## src/rtl/nor_gate.sv

```systemverilog
// Three-operand bitwise NOR with a combinational output and an enable-qualified
// registered copy carrying valid, change-detect and a saturating all-ones count.
module nor_gate #(
    parameter int WIDTH = 1,
    parameter int CNT_W = 8
) (
    input  logic             clk,
    input  logic             rst_n,
    input  logic             en,
    input  logic [WIDTH-1:0] x,
    input  logic [WIDTH-1:0] y,
    input  logic [WIDTH-1:0] z,
    output logic [WIDTH-1:0] p,
    output logic [WIDTH-1:0] p_reg,
    output logic             valid,
    output logic             changed,
    output logic [CNT_W-1:0] hit_count
);

    localparam logic [WIDTH-1:0] ONES    = '1;
    localparam logic [CNT_W-1:0] CNT_MAX = '1;

    function automatic logic [WIDTH-1:0] nor3(
        input logic [WIDTH-1:0] a,
        input logic [WIDTH-1:0] b,
        input logic [WIDTH-1:0] c
    );
        return ~(a | b | c);
    endfunction

    // Counter sticks at its maximum instead of wrapping.
    function automatic logic [CNT_W-1:0] sat_inc(input logic [CNT_W-1:0] cnt);
        return (cnt == CNT_MAX) ? cnt : cnt + CNT_W'(1);
    endfunction

    logic [WIDTH-1:0] res_p0;
    logic             hit_p0;
    logic [WIDTH-1:0] p_reg_p1;
    logic             vld_p1;
    logic             chg_p1;
    logic [CNT_W-1:0] cnt_p1;

    // Stage 0: combinational result, shared by p and the capture path
    always_comb begin
        res_p0 = nor3(x, y, z);
        hit_p0 = (res_p0 == ONES);
    end

    // Stage 1: enable-qualified capture; reset wins over en
    always_ff @(posedge clk) begin
        if (!rst_n) begin
            p_reg_p1 <= '0;
            vld_p1   <= 1'b0;
            chg_p1   <= 1'b0;
            cnt_p1   <= '0;
        end else if (en) begin
            p_reg_p1 <= res_p0;
            vld_p1   <= 1'b1;
            chg_p1   <= vld_p1 && (res_p0 != p_reg_p1);
            if (hit_p0) begin
                cnt_p1 <= sat_inc(cnt_p1);
            end
        end else begin
            chg_p1 <= 1'b0;
        end
    end

    assign p         = res_p0;
    assign p_reg     = p_reg_p1;
    assign valid     = vld_p1;
    assign changed   = chg_p1;
    assign hit_count = cnt_p1;

endmodule

```

## config.mk

```make
export PLATFORM = sky130hd
export DESIGN_NAME = nor_gate
export DESIGN_NICKNAME = d
export VERILOG_FILES = /design/src/rtl/nor_gate.sv
export SDC_FILE = /design/constraint.sdc
export NUM_CORES = 1
export LEC_CHECK = 0
export BUFFER_PORTS_ARGS = -buffer_cell sky130_fd_sc_hd__buf_2
export CORE_AREA = 3 3 40 42
export CTS_CLUSTER_SIZE = 8
export DETAILED_ROUTE_END_ITERATION = 6
export DIE_AREA = 0 0 43 45
export MAX_ROUTING_LAYER = met4
export PLACE_DENSITY_LB_ADDON = 0.15
export REMOVE_ABC_BUFFERS = 1
export SYNTH_ARGS = -nofsm -noshare
export SYNTH_HDL_FRONTEND = slang
export SYNTH_SLANG_ARGS = --single-unit
```

## constraint.sdc

```tcl
create_clock -name clk -period 1.9 [get_ports clk]
set_input_delay 0.095 -clock clk [delete_from_list [all_inputs] [get_ports clk]]
set_output_delay 0.095 -clock clk [all_outputs]
set_load 0.01 [all_outputs]
```

==> flow_metrics.py, run 1 <==
metrics = {
    "outcome": {
        "status": "completed",
    },
    "cells_and_area": {
        "syn_to_final_growth_pct": 22.0,
        "drive_gt1_share_pct": 30.6,
        "final_util_pct": 49.8,
        "largest_reg_flops": 8,
        "layout.nets": 80,
        "antenna_cells": 0,
    },
    "sta": {
        "tightest_slew_ps": 463,
        "final-setup-viol-count": 0,
        "max_slew_margin_pct": 69.1,
        "finalWorstSetupSlack_ps": 303,
        "slew_violations": 0,
        "fmax_mhz": 626,
        "tns_ps": 0,
        "period_needed_ps": 1600,
        "hold_viol_final": 0,
        "worst_clock_skew_ps": 3.13,
        "finalCritPeriodShare_pct": 84.1,
        "rsz0062_at_grt": "false",
    },
    "global_route": {
        "grt_start_max_net_pins": 13,
        "grt.overflow.total": 0,
        "antenna_found_initial": 0,
        "grt_pass1_vias": 390,
        "grt_pass1_wl_mm": 1.70,
        "grt.total_usage_pct": 12.3,
    },
    "floorplan": {
        "io_pins": 18,
        "core-area_um2": 1280,
        "die_x_um": 43,
        "die_area_um2": 1940,
        "initial_utilization_pct": 40.8,
        "placementRows": 13,
        "die_y_um": 45,
    },
    "routing": {
        "firstDrtPassIters": 1,
        "avgViaCountPerCell": 5.24,
        "drc_errors": 0,
        "routedWlPerCell_um": 11.7,
        "final_antenna_net_count": 0,
        "via_count": 456,
        "drtIter0Drc": 0,
        "routed_wl_mm": 1.02,
    },
    "power_and_ir_drop": {
        "ir_drop_mv": 0.471,
        "p_leak_nw": 0.260,
        "power.density_nw_per_um2": 663,
    },
    "synth": {
        "yosysTopAreaCellShare_pct": 42.0,
        "synth_top_area_cell": "dfxtp_1",
        "syn_inst": 53,
        "ys_seq_area_share_pct": 42.0,
        "ys_types": 22,
        "synthFlopType": "dfxtp_1",
        "synth-seq-cells": 11,
        "synth.most_common_cell": "dfxtp_1",
        "syn_area_per_cell_um2": 9.89,
        "synthArstFlopShare_pct": 0,
        "synth_edf_count": 0,
        "ys_top_cells_by_area": "dfxtp_1, o31ai_1, xnor2_1",
        "yosys_warnings": 0,
        "synth_common_cells": "dfxtp_1, nand3_1, o31ai_1",
        "synthesis.area_um2": 524,
    },
    "critical_path": {
        "endpoint_kind": "flop",
        "cp.required_ps": 2100,
        "crit_type": "flop to flop",
        "crit_path_start_kind": "flop",
        "crit_fanout": 11,
        "arrival_ps": 1800,
    },
    "placement": {
        "dp_hpwl_um": 758,
        "gp_congestion": 0.720,
        "port_buffers": 17,
        "pre_cts_slack_ps": 302,
    },
    "clock_tree": {
        "clock_path_buffers": 2,
        "cts_tree": "done",
        "root_buffer": "clkbuf_4",
        "path_clk_slew_ps": 70,
        "cts_buffers": 3,
        "cts_setup_buffers": 0,
        "hold_buffers": 0,
        "cts-resized-gates": 0,
        "htreeDepth": 1,
        "clkLatencyLatePin_ps": 270,
        "clock-sinks": 11,
    },
    "hold_path": {
        "hp-class": "primary input to flop",
    },
    "job": {
        "drv_cap": 0,
    },
}
metrics by stage:
stage               cells  hold WS, ps  power, mW  area, um2
finish                 87         81.0      0.424        639
global route           87         73.0      0.447        639
CTS                    87         71.3      0.435        639
detailed placement     83          355      0.272        613
global placement       83          355      0.272        613
floorplan              51          205      0.255        509
critical path, cell delays in order, from the launching register on:
cell      delay [ps]
dfxtp_1          340
ha_1             250
nand3_1          130
o21ai_2          160
or4_1            500
a21boi_0         160
per-layer routing:
metal	share of wire, %	global-route usage, %	routed length, um
met5	0	-	0
met4	0.59	1.81	6
met3	7.7	7.17	79
met2	42	17.7	431
met1	49	15.3	504
cell usage in the layout (no fill, tap or decap), drive strengths merged:
cell type	synthesis	routed
buf	1	17
dfxtp	11	11
nand3	5	5
o31ai	4	4
a21boi	4	4
clkbuf	1	4
o21a	3	3
xnor2	3	3
nand2	3	3
or4	3	3
nor3	2	2
o211ai	2	2
and2	2	2
nand2b	2	2
nand4	1	1
nor4b	1	1
o21ai	1	1
mux2i	1	1
nor2b	1	1
nor2	1	1
ha	1	1
path summary, 6_finish.rpt:
path	start	endpoint	slack, ps	cells after the start
setup / recovery	hit_count[0]	hit_count[5]	300	5
setup reg to reg	hit_count[0]	hit_count[5]	300	5
hold / removal	en	valid	80	2
hold reg to reg	valid	changed	460	2
cell type report:
cell class,count,area [um2]
fill,140,646
multi-input combinational,40,289
sequential,11,220
timing repair buffer,17,85.1
clock buffer,4,26.3
tap,15,18.8
report_power, final:
group          total [mW]  internal, mW  switching, mW
sequential          0.236         0.234        0.00247
combinational      0.0303        0.0144         0.0159
clock               0.158        0.0812         0.0766
total               0.424         0.329         0.0949
cell families after synthesis:
family                     Yosys count  synth area share [%]
AOI/OAI and AO/OA                   14                  20.3
DFF                                 11                  42.0
adders and majority gates            1                  2.39
and+or+nand+nor                     21                  25.5
muxes                                1                  1.91
buffers and inverters                2                  2.86
xor gates and xnor gates             3                  5.01
Note: power is estimated with default switching activity, not from simulation.
==> inputs of run 2 (changes only) <==
--- a/config.mk
+++ b/config.mk
@@ -5,6 +5,7 @@
 export SDC_FILE = /design/constraint.sdc
 export NUM_CORES = 1
 export LEC_CHECK = 0
+export ABC_AREA = 1
 export BUFFER_PORTS_ARGS = -buffer_cell sky130_fd_sc_hd__buf_2
 export CORE_AREA = 3 3 40 42
 export CTS_CLUSTER_SIZE = 8
==> constraint.sdc (replaced) <==
create_clock -name clk -period 1.5 [get_ports clk]
set_input_delay 0.075 -clock clk [delete_from_list [all_inputs] [get_ports clk]]
set_output_delay 0.075 -clock clk [all_outputs]
set_load 0.01 [all_outputs]
==> run 2 against run 1 <==
  * Setup slack worse by 170 ps
  * Sequential cell count stayed put
  * Die area stayed put
  * Count of clock-buffer cells in the layout stayed put
  * Register-to-register slack worse by 170 ps
  * Highest routed layer unchanged
  * Largest power group unchanged
  * Combinational power is 29% higher
  * Area after synthesis is 11% higher
  * Non-clock buffer count stayed put
==> flow_metrics.py, run 2 <==
metrics = {
    "critical_path": {
        "crit_path_start_kind": "flop",
        "cp.required_ps": 1700,
        "reg2reg_depth": 6,
        "crit_type": "flop to flop",
        "crit_fanout": 8,
        "arrival_ps": 1570,
        "slowest_delay_ps": 350,
        "crit_path_top_delay_cell": "dfxtp_1",
        "endpoint_kind": "flop",
        "cp_cell_sequence": "ha_1 -> inv_1 -> nor2_4 -> a21oi_2 -> a21oi_1 -> nor2_1",
    },
    "routing": {
        "final_antenna_net_count": 0,
        "avgViaCountPerCell": 4.82,
        "firstDrtPassIters": 4,
        "routedWlPerCell_um": 9.93,
        "via_count": 588,
        "drtIter0Drc": 16,
        "routed_wl_mm": 1.21,
        "drc_errors": 0,
    },
    "synth": {
        "ys_seq_area_share_pct": 37.8,
        "synth_top_area_cell": "dfxtp_1",
        "synthFlopType": "dfxtp_1",
        "syn_area_per_cell_um2": 6.78,
        "synth_edf_count": 0,
        "ys_types": 16,
        "synthesis.area_um2": 583,
        "synthArstFlopShare_pct": 0,
        "ys_top_cells_by_area": "dfxtp_1, nand2_1, nor2_1",
        "syn_inst": 86,
        "yosysTopAreaCellShare_pct": 37.8,
        "yosys_warnings": 0,
        "synth-seq-cells": 11,
        "synth.most_common_cell": "nand2_1",
        "synth_common_cells": "nand2_1, nor2_1, dfxtp_1, inv_1, a21oi_1",
    },
    "placement": {
        "port_buffers": 17,
        "gp_congestion": 0.777,
        "dp_hpwl_um": 951,
        "place_area_um2": 687,
        "dp.cells": 118,
    },
    "floorplan": {
        "die_y_um": 45,
        "placementRows": 13,
        "die_x_um": 43,
        "io_pins": 18,
        "initial_utilization_pct": 45.4,
        "die_area_um2": 1940,
        "core-area_um2": 1280,
    },
    "clock_tree": {
        "cts_setup_buffers": 0,
        "path_clk_slew_ps": 70,
        "hold_buffers": 0,
        "clock_path_buffers": 2,
        "htreeDepth": 1,
        "root_buffer": "clkbuf_4",
        "cts_tree": "done",
        "cts-resized-gates": 0,
        "cts_buffers": 3,
        "clkLatencyLatePin_ps": 270,
        "clock-sinks": 11,
    },
    "global_route": {
        "grt_util_met3_pct": 2.39,
        "grt_pass1_vias": 487,
        "grt.total_usage_pct": 14.2,
        "grt_pass1_wl_mm": 1.99,
        "grt_use_met2_pct": 21.6,
        "met1_usage_pct": 17.6,
        "antenna_found_initial": 0,
        "busiest_layer": "met2",
        "grt_start_max_net_pins": 9,
        "grt.overflow.total": 0,
    },
    "cells_and_area": {
        "fin_area_um2": 713,
        "syn_to_final_growth_pct": 22.3,
        "n_fill_cell": 137,
        "drive_gt1_share_pct": 23.4,
        "layout.nets": 115,
        "final_common_cell": "nand2_1",
        "seq_area_um2": 220,
        "multi_input_comb_area_um2": 322,
        "largest_reg_flops": 8,
        "antenna_cells": 0,
        "finalNonFillerCells": 122,
        "mostFrequentLayoutCells": "nand2_1, buf_2, nor2_1",
    },
    "sta": {
        "tightest_slew_ps": 316,
        "period_needed_ps": 1360,
        "slew_violations": 0,
        "finalCritPeriodShare_pct": 91.0,
        "max_slew_margin_pct": 79.0,
        "hold_viol_final": 0,
        "whs_ps": 65.5,
        "worst_clock_skew_ps": 4.21,
        "final-setup-viol-count": 0,
        "rsz0062_at_grt": "false",
        "fmax_mhz": 733,
        "tns_ps": 0,
    },
    "power_and_ir_drop": {
        "ir_drop_mv": 0.465,
        "power_mw": 0.539,
        "p_leak_nw": 0.362,
        "power.density_nw_per_um2": 756,
    },
    "hold_path": {
        "min_path_cells": 3,
        "hp-class": "primary input to flop",
    },
    "job": {
        "drv_cap": 0,
    },
    "outcome": {
        "status": "completed",
    },
}
## run 2: cell count changes in the layout (fill, tap and decap cells not counted), sizes merged, moves of 3 or more
| cell | change |
|---|---|
| a21boi | -4 |
| inv | +11 |
| a21oi | +7 |
| o31ai | -4 |
| nor2 | +16 |
| or4 | -3 |
| nand2 | +24 |
| o21a | -3 |
## run 2: routing by layer
layer	share of wire, %	wire length, um
met3	5.4	66
met5	0	0
met4	2.1	25
met2	44	533
met1	48	586
## run 2: worst paths after layout
kind / start / endpoint / slack, ps
worst min register to register: valid / changed / 490
worst min-delay path: en / valid / 70
worst max register to register: hit_count[0] / hit_count[4] / 140
worst max-delay path: hit_count[0] / hit_count[4] / 140
## run 2: cells by family after synthesis
kind of cell	Yosys count	synth area share [%]
adders and majority gates	1	2.15
and+or+nand+nor	50	39.3
xor gates and xnor gates	3	4.51
DFF	11	37.8
buffers and inverters	11	7.08
AOI/OAI and AO/OA	10	9.23
## run 2: cell type report
| cell class | instances | area share [%] |
|---|---|---|
| timing repair buffer | 17 | 11.9 |
| sequential | 11 | 30.9 |
| inverter | 11 | 5.79 |
| multi-input combinational | 64 | 45.1 |
| tap | 15 | 2.63 |
| clock buffer | 4 | 3.68 |
## run 2: where the power goes
part / internal [mW] / total, mW / switching, mW / leakage [nW]
logic: 0.0158 / 0.0392 / 0.0234 / 0.258
registers: 0.297 / 0.300 / 0.00382 / 0.0891
clock network: 0.103 / 0.199 / 0.0965 / 0.0150
total: 0.415 / 0.539 / 0.124 / 0.362
## run 2: worst max-delay path: cells and delay by family (launching register included)
family                   cells  cell delay (ps)
adder cells (fa/ha/maj)      1              260
AND/OR/NAND/NOR              2              170
flip-flops                   1              350
buffers and inverters        1              110
AO/OA/AOI/OAI                2              410
## run 2: metrics by stage
step	util, %	setup slack [ps]
2_1_floorplan	-	207
3_3_place_gp	53.5	190
3_5_place_dp	53.5	138
4_1_cts	55.5	127
5_1_grt	55.5	31.2
6_report	55.5	135
==> inputs of run 3 (changes only) <==
--- a/config.mk
+++ b/config.mk
@@ -6,11 +6,11 @@
 export NUM_CORES = 1
 export LEC_CHECK = 0
 export ABC_AREA = 1
-export BUFFER_PORTS_ARGS = -buffer_cell sky130_fd_sc_hd__buf_2
 export CORE_AREA = 3 3 40 42
 export CTS_CLUSTER_SIZE = 8
 export DETAILED_ROUTE_END_ITERATION = 6
 export DIE_AREA = 0 0 43 45
+export DONT_BUFFER_PORTS = 1
 export MAX_ROUTING_LAYER = met4
 export PLACE_DENSITY_LB_ADDON = 0.15
 export REMOVE_ABC_BUFFERS = 1
==> run 3 against run 2 <==
  * First-iteration DRC count shrank 63%
  * Cell area shrank 2.8%
  * Clock skew shrank 0.74 ps
  * Fmax grew 0.55%
  * Core utilization shrank 1.6 points
  * Count of clock-buffer cells in the layout is the same
  * Non-clock buffer count shrank 9
  * Sequential power is essentially flat
  * Die area is the same
  * Power shrank 0.20%
  * Global-route usage grew 1.1 points
  * Register-to-register slack is essentially flat
==> flow_metrics.py, run 3 (synthesized netlist as in run 2, its figures left out) <==
metrics = {
    "critical_path": {
        "reg2reg_depth": 6,
        "cp.required_ps": 1700,
        "crit_type": "flop to flop",
        "crit_fanout": 8,
        "crit_path_start": "hit_count[0]",
        "arrival_ps": 1550,
        "ff2ff_setup_slack_ps": 140,
        "crit_path_start_kind": "flop",
        "regToRegEndpoint": "hit_count[5]",
        "rr_startpoint": "hit_count[0]",
        "crit_end": "hit_count[5]",
        "endpoint_kind": "flop",
    },
    "clock_tree": {
        "clock-sinks": 11,
        "root_buffer": "clkbuf_4",
        "clkLatencyLatePin_ps": 260,
        "path_clk_slew_ps": 70,
        "clock_path_buffers": 2,
        "cts_buffers": 3,
        "cts_tree": "done",
        "htreeDepth": 1,
        "cts_setup_buffers": 0,
    },
    "floorplan": {
        "die_area_um2": 1940,
        "die_y_um": 45,
        "io_pins": 18,
        "initial_utilization_pct": 45.4,
        "core-area_um2": 1280,
        "placementRows": 13,
        "die_x_um": 43,
    },
    "cells_and_area": {
        "largest_reg_flops": 8,
        "syn_to_final_growth_pct": 18.9,
        "final_util_pct": 53.9,
        "layout.nets": 106,
        "mostFrequentLayoutCells": "nand2_1, nor2_1, inv_1, dfxtp_1",
        "antenna_cells": 0,
        "final_common_cell": "nand2_1",
        "drive_gt1_share_pct": 14.3,
    },
    "sta": {
        "slew_violations": 0,
        "finalCritPeriodShare_pct": 90.5,
        "hold_viol_final": 0,
        "period_needed_ps": 1360,
        "tns_ps": 0,
        "worst_clock_skew_ps": 3.47,
        "final-setup-viol-count": 0,
        "whs_ps": 26.1,
        "rsz0062_at_grt": "false",
        "max_slew_margin_pct": 77.9,
        "tightest_slew_ps": 331,
        "fmax_mhz": 737,
    },
    "routing": {
        "routed_wl_mm": 1.26,
        "drtIter0Drc": 6,
        "routedWlPerCell_um": 11.2,
        "via_count": 541,
        "firstDrtPassIters": 3,
        "final_antenna_net_count": 0,
        "drc_errors": 0,
        "avgViaCountPerCell": 4.79,
    },
    "global_route": {
        "grt_start_max_net_pins": 9,
        "grt.total_usage_pct": 15.4,
        "grt.overflow.total": 0,
        "grt_pass1_vias": 484,
        "antenna_found_initial": 0,
        "grt_pass1_wl_mm": 2.13,
    },
    "power_and_ir_drop": {
        "power.density_nw_per_um2": 776,
        "p_leak_nw": 0.318,
        "ir_drop_mv": 0.432,
    },
    "placement": {
        "dp_hpwl_um": 937,
        "gp_congestion": 0.763,
        "port_buffers": 0,
    },
    "outcome": {
        "status": "completed",
    },
    "hold_path": {
        "hp-class": "primary input to flop",
    },
    "job": {
        "drv_cap": 0,
    },
}
==> run 3: changes by cell type in the layout (fill, tap and decap cells not counted) <==
cell,delta
buf_2,-17
buf_4,+6
dlygate4sd3_1,+2
==> run 3: critical path, stage by stage (launching register included) <==
cell     delay, ps
dfxtp_1        320
ha_1           260
inv_1          120
nor2_4          60
a21oi_2        300
nand2_1        100
a21oi_1        130
==> run 3: report_power, final <==
part	switching [mW]	internal [mW]	leakage, nW	total (mW)
clock network	0.100	0.103	0.0150	0.203
registers	0.00468	0.296	0.0891	0.301
logic	0.0203	0.0134	0.214	0.0336
total	0.125	0.413	0.318	0.538
==> run 3: routing by layer <==
metal / wire (um) / vias to the layer above / global-route usage (%) / part of all wire [%]
met5: 0 / - / - / 0
met4: 22 / 0 / 9.04 / 1.7
met3: 74 / 2 / 5.18 / 5.9
met2: 531 / 11 / 21.0 / 42
met1: 631 / 235 / 19.6 / 50
li1: - / 293 / - / -
==> run 3: how the worst min path moves through the flow <==
stage,cells after the start,slack [ps],endpoint,from
global placement,2,200,valid,en
CTS,2,30,valid,rst_n
floorplan,2,190,valid,en
detailed placement,2,200,hit_count[0],rst_n
finish,2,30,valid,rst_n
global route,2,40,valid,rst_n
==> run 3: timing repair <==
item                      in CTS  in global routing
hold endpoints to repair       7                  0
resized for setup              0                  0
hold buffers                   2                  0
==> run 3: area by class of cell <==
type / instances / area [um2]
inverter: 11 / 41.3
multi-input combinational: 64 / 322
tap: 15 / 18.8
timing repair buffer: 8 / 65.1
sequential: 11 / 220
clock buffer: 4 / 26.3
fill: 140 / 592
==> run 3: per-stage QoR <==
step	cell area [um2]	setup slack [ps]	std cells	total power [mW]
4_1_cts	693	147	113	0.546
3_5_place_dp	647	163	107	0.335
6_report	693	143	113	0.538
2_1_floorplan	583	207	86	0.328
3_3_place_gp	647	208	107	0.336
5_1_grt	693	28.2	113	0.565
